**src/rtl/loader_pkg.sv**
```systemverilog
// Shared types and constants for the instruction-memory loader.
package loader_pkg;

  typedef enum logic [2:0] {
    S_IDLE,
    S_RECV,
    S_WRITE,
    S_CSUM,
    S_DONE
  } state_e;

  localparam int BYTES_PER_WORD = 4;
  localparam int BIDX_W         = 2;

endpackage

```
**src/rtl/imem_loader_byte_packer.sv**
```systemverilog
// Big-endian 8-to-32 shift register; o_full flags the shift that completes a word.
module byte_packer
  import loader_pkg::*;
(
  input  logic        i_clk,
  input  logic        i_rst_n,
  input  logic        i_shift_en,
  input  logic        i_clr,
  input  logic [7:0]  i_byte_in,
  output logic [31:0] o_word_out,
  output logic        o_full
);

  logic [BIDX_W-1:0] r_cnt;
  logic [31:0]       r_word;

  always_ff @(posedge i_clk or negedge i_rst_n) begin
    if (!i_rst_n) begin
      r_cnt  <= '0;
      r_word <= '0;
    end else if (i_clr) begin
      r_cnt  <= '0;
      r_word <= '0;
    end else if (i_shift_en) begin
      r_word <= {r_word[23:0], i_byte_in};
      r_cnt  <= r_cnt + BIDX_W'(1);
    end
  end

  // Combinational so the FSM can leave RECV on the same edge the fourth byte lands.
  assign o_full     = i_shift_en && (r_cnt == BIDX_W'(BYTES_PER_WORD - 1));
  assign o_word_out = r_word;

endmodule

```
**src/rtl/imem_loader.sv**
```systemverilog
// Byte-stream to instruction-memory writer; holds the CPU while loading.
// Optional trailing checksum byte when IMEM_LOADER_CHECKSUM_EN is defined.
module imem_loader
  import loader_pkg::*;
#(
  parameter logic [31:0] BASE_ADDR = 32'h0000_0000,
  parameter int          CNT_W     = 16
) (
  input  logic             i_clk,
  input  logic             i_rst_n,
  input  logic             i_start,
  input  logic [CNT_W-1:0] i_word_count,
  input  logic             i_in_valid,
  input  logic [7:0]       i_in_data,
  output logic             o_in_ready,
  output logic             o_mem_we,
  output logic [31:0]      o_mem_addr,
  output logic [31:0]      o_mem_wdata,
  output logic             o_cpu_hold,
  output logic             o_busy,
  output logic             o_done,
  output logic             o_err
);

  state_e           r_state;
  state_e           w_state_nxt;
  logic [CNT_W-1:0] r_count;
  logic [CNT_W-1:0] r_word_idx;
  logic [31:0]      r_addr;
  logic [31:0]      r_wdata;
  logic [31:0]      w_word;
  logic             w_full;
  logic             w_start_acc;
  logic             w_shift_en;
  logic             w_last;
  logic             w_in_ready;

  assign w_start_acc = (r_state == S_IDLE) && i_start;
  assign w_shift_en  = (r_state == S_RECV) && i_in_valid;
  assign w_last      = (r_word_idx + CNT_W'(1)) == r_count;
  assign w_in_ready  = (r_state == S_RECV) || (r_state == S_CSUM);

  byte_packer u_packer (
    .i_clk      (i_clk),
    .i_rst_n    (i_rst_n),
    .i_shift_en (w_shift_en),
    .i_clr      (w_start_acc),
    .i_byte_in  (i_in_data),
    .o_word_out (w_word),
    .o_full     (w_full)
  );

  always_comb begin
    w_state_nxt = r_state;
    case (r_state)
      S_IDLE:  if (i_start) w_state_nxt = (i_word_count == '0) ? S_DONE : S_RECV;
      S_RECV:  if (w_full) w_state_nxt = S_WRITE;
`ifdef IMEM_LOADER_CHECKSUM_EN
      S_WRITE: w_state_nxt = w_last ? S_CSUM : S_RECV;
      S_CSUM:  if (i_in_valid) w_state_nxt = S_DONE;
`else
      S_WRITE: w_state_nxt = w_last ? S_DONE : S_RECV;
`endif
      S_DONE:  w_state_nxt = S_IDLE;
      default: w_state_nxt = S_IDLE;
    endcase
  end

  always_ff @(posedge i_clk or negedge i_rst_n) begin
    if (!i_rst_n) begin
      r_state    <= S_IDLE;
      r_count    <= '0;
      r_word_idx <= '0;
      r_addr     <= BASE_ADDR;
      r_wdata    <= '0;
    end else begin
      r_state <= w_state_nxt;
      if (w_start_acc) begin
        r_count    <= i_word_count;
        r_word_idx <= '0;
      end
      // Address is staged as the word completes so it is ready during WRITE.
      if (w_full)
        r_addr <= BASE_ADDR + (32'(r_word_idx) << 2);
      if (r_state == S_WRITE) begin
        r_wdata    <= w_word;
        r_word_idx <= r_word_idx + CNT_W'(1);
      end
    end
  end

`ifdef IMEM_LOADER_CHECKSUM_EN
  logic [7:0] r_sum;
  logic       r_err;

  always_ff @(posedge i_clk or negedge i_rst_n) begin
    if (!i_rst_n) begin
      r_sum <= '0;
      r_err <= 1'b0;
    end else if (w_start_acc) begin
      r_sum <= '0;
      r_err <= 1'b0;
    end else if (w_shift_en) begin
      r_sum <= r_sum + i_in_data;
    end else if ((r_state == S_CSUM) && i_in_valid) begin
      r_err <= (r_sum + i_in_data) != 8'h00;
    end
  end

  assign o_err = r_err;
`else
  assign o_err = 1'b0;
`endif

  // The packer keeps shifting after a write, so the data port shows the live
  // word only during WRITE and the captured copy everywhere else.
  assign o_mem_wdata = (r_state == S_WRITE) ? w_word : r_wdata;
  assign o_mem_addr  = r_addr;
  assign o_in_ready  = w_in_ready;
  assign o_mem_we    = (r_state == S_WRITE);
  assign o_busy      = (r_state != S_IDLE);
  assign o_cpu_hold  = (r_state != S_IDLE);
  assign o_done      = (r_state == S_DONE);

endmodule

```
**config.mk**
```make
export PLATFORM = sky130hd
export DESIGN_NAME = imem_loader
export DESIGN_NICKNAME = d
export VERILOG_FILES = /design/src/rtl/loader_pkg.sv /design/src/rtl/imem_loader_byte_packer.sv /design/src/rtl/imem_loader.sv
export SDC_FILE = /design/constraint.sdc
export NUM_CORES = 1
export LEC_CHECK = 0
export BUFFER_PORTS_ARGS = -buffer_cell sky130_fd_sc_hd__buf_2
export CORE_MARGIN = 1
export CORE_UTILIZATION = 56
export DETAILED_ROUTE_END_ITERATION = 10
export GPL_TIMING_DRIVEN = 0
export PLACE_DENSITY_LB_ADDON = 0.1
export SLEW_MARGIN = 20
export SYNTH_ARGS = -nofsm -noshare
export SYNTH_HDL_FRONTEND = slang
export SYNTH_HIERARCHICAL = 1
export SYNTH_SLANG_ARGS = --single-unit
```
**constraint.sdc**
```tcl
create_clock -name i_clk -period 3.2 [get_ports i_clk]
set_clock_uncertainty 0.05 [all_clocks]
set_input_delay 0.64 -clock i_clk [delete_from_list [all_inputs] [get_ports i_clk]]
set_output_delay 0.64 -clock i_clk [all_outputs]
set_load 0.02 [all_outputs]
```
==> flow_metrics.py <==
metrics = {
    "run_status": {
        "status": "completed",
    },
    "critical_path": {
        "cp_num_buf_inv": 4,
        "startpoint_type": "flip-flop",
        "path_delay_family": "buffers and inverters",
        "timing.critical_path.mode_cell": "nand2_1",
        "critical_path.max_stage_delay_ps": 490,
        "crit_fanout": 10,
        "required_ps": 2510,
        "path_class": "flip-flop to primary output",
        "cp.arrival_ps": 2320,
        "crit_path_end_kind": "primary output",
        "cpMaxStageDelayCell": "or3b_4",
        "path_cells": "clkbuf_1, or3b_4, clkinv_2, clkbuf_2, nand2_1, nand2_1, buf_2",
    },
    "logic_synthesis": {
        "ys_seq_elements": 117,
        "synth.distinct_cells": 48,
        "syn_avg_cell_area_um2": 10.4,
        "synth_top_area_share_pct": 54.0,
        "async_flop_share_pct": 100,
        "syn-instance-count": 519,
        "synth.cell_area_um2": 5420,
        "yosys_most_used_dff": "dfrtp_1",
        "yosysSeqAreaShare_pct": 54.0,
        "synth_area_leaders": "dfrtp_1 (54%), nand2_1 (8.0%), mux2_2 (6.6%)",
        "synth_edf_count": 0,
        "yosysTopAreaCell": "dfrtp_1",
        "ys.warnings.count": 6,
    },
    "global_routing": {
        "grt-ovfl-total": 0,
        "grt_antenna_before_repair": 0,
        "grt_use_total_pct": 27.0,
        "grt-busiest-layer": "met2",
        "grt_pass1_vias": 4190,
        "grt_max_degree": 84,
        "use_met1_pct": 32.6,
        "grt_use_met3_pct": 5.08,
        "use_met2_pct": 46.9,
        "grt_first_pass_wirelength_um": 20500,
    },
    "finish": {
        "final_cells": 777,
        "nNetsFinal": 665,
        "final_cell_mix": "dfrtp_1 (117), nand2_1 (115), buf_2 (86)",
        "num_antenna_cells": 0,
        "syn_to_final_growth_pct": 23.5,
        "drive_gt1_share_pct": 29.2,
        "final_common_cell": "dfrtp_1",
        "post-route-util_pct": 71.8,
        "design_area_um2": 6700,
    },
    "sta": {
        "rsz0062_at_grt": "no",
        "post-route-period-util_pct": 94.0,
        "min_period_ps": 3010,
        "timing.fmax_mhz": 333,
        "fin_ws_ps": 193,
        "setup_viol": 0,
        "relSlewSlack_pct": 54.0,
        "hold_violations": 0,
        "tightest_slew_ps": 690,
        "tns_ps": 0,
        "hold_ws_ps": 319,
        "drv_slew": 0,
    },
    "die": {
        "die_h_um": 100,
        "io_pins": 98,
        "core_area_um2": 9330,
        "die_area_um2": 10100,
        "die_width_um": 100,
        "placementRows": 35,
        "initial_core_util_pct": 58.1,
    },
    "clock_tree": {
        "clockRootBuffer": "clkbuf_8",
        "numCtsBuffers": 17,
        "clkTransAtPathRegs_ps": 60,
        "cts_num_sinks": 117,
        "cts_tree": "yes",
        "worstSkewPairLatency_ps": 510,
        "clockBufferDepth": 2,
        "cts.htree.levels": 4,
    },
    "detailed_routing": {
        "drcViolationCount": 0,
        "vias": 4139,
        "ant_nets": 0,
        "dr.pass1.iters": 5,
        "wl_per_cell_um": 15.8,
        "routed_wirelength_um": 12300,
        "via_per_inst": 5.33,
        "drt-initial-drc-count": 173,
    },
    "place": {
        "placed_cells": 745,
        "gp_congestion": 0.922,
        "place_worst_setup_slack_ps": 62.4,
        "io_buffer_count": 80,
        "placed_area_um2": 6080,
        "hpwl_um": 8330,
    },
    "pwr": {
        "ir_worst_vdd_v": 0.000496,
        "cellPowerDensity_nw_per_um2": 865,
        "fin_total_pwr_mw": 5.80,
        "leakagePower_nw": 3.48,
    },
    "job": {
        "maxCapViolCount": 0,
    },
    "min_path": {
        "hp-class": "primary input to flip-flop",
    },
}
## cell families (layout without fill, tap and decap cells)
logic type                 after synthesis  after routing  share of synthesized area [%]
adders and majority gates                2              2                          0.462
other                                    1             17                         0.0692
xor gates and xnor gates                24             24                           3.88
buffers and inverters                   55            168                           6.26
AOI/OAI and AO/OA                       43             43                           4.94
muxes                                   66             66                           12.9
DFF                                    117            117                           54.0
and+or+nand+nor                        211            211                           17.5
## metal layers
layer  part of all wire (%)  vias up
li1                       -     1950
met1                     40     2015
met2                     52      150
met3                    5.6       24
met4                    2.4        0
met5                      0        -
## worst reg2reg max path, delay by kind of cell, from the launching register on
| kind | cells | cell delay [ps] |
|---|---|---|
| and+or+nand+nor | 2 | 410 |
| buffers and inverters | 5 | 1640 |
| muxes | 1 | 410 |
| DFF | 1 | 320 |
## layout make-up
type / instances / area, µm²
fill: 699 / 2630
clock buffer: 18 / 428
tap: 129 / 161
buffer: 51 / 332
sequential: 117 / 2930
multi-input combinational: 363 / 2220
inverter: 3 / 12.5
clock inverter: 14 / 175
timing repair buffer: 82 / 444
## flip-flops by register name (all words and copies together) (netlist names)
register / count
r_word_idx: 16
o_mem_addr: 16
r_wdata: 32
u_packer/o_word_out: 32
r_count: 16
u_packer/r_cnt: 2
r_state: 3
## timing repair
action,4_1_cts,5_1_grt
resized for setup,6,1
hold endpoints to repair,34,0
hold buffers,1,0
setup buffers,0,0
endpoints found under the setup margin,33,32
## power breakdown
group	total [mW]	switching, mW	leakage (nW)	internal, mW
clock	1.91	0.700	0.288	1.21
combinational	1.68	0.968	1.64	0.713
sequential	2.20	0.277	1.55	1.92
total	5.80	1.95	3.48	3.85
## Yosys cell counts, types with 2 or more instances
library cell,instances
nand2_1,115
buf_4,18
or3_1,2
clkbuf_1,21
nor2_2,2
a31oi_1,3
buf_1,2
xor2_1,13
o31ai_1,6
nor4_1,10
inv_1,2
buf_2,7
nor3b_1,3
dfrtp_1,117
ha_1,2
nor2_1,48
nand3_1,5
mux2_2,32
o21ai_0,20
mux2i_1,34
nand4_1,6
and3_1,3
o22ai_1,2
nor3_1,2
nor2b_1,3
a21oi_1,5
xnor2_1,11
buf_12,3
and2_1,2
or4_4,2
## path summary, 6_finish.rpt
path                               from  slack, ps  depth (start not counted)                endpoint
max in group asynchronous       i_rst_n       1880                          3  u_packer/o_word_out[9]
max                          r_state[0]        190                          7         o_mem_wdata[15]
min reg2reg                  r_wdata[2]        420                          2              r_wdata[2]
min in group asynchronous       i_rst_n        530                          2           o_mem_addr[4]
max reg2reg                  r_state[0]        270                          8           o_mem_addr[9]
min                        i_in_data[3]        320                          3  u_packer/o_word_out[3]
Power figures use the tool's default switching activity.
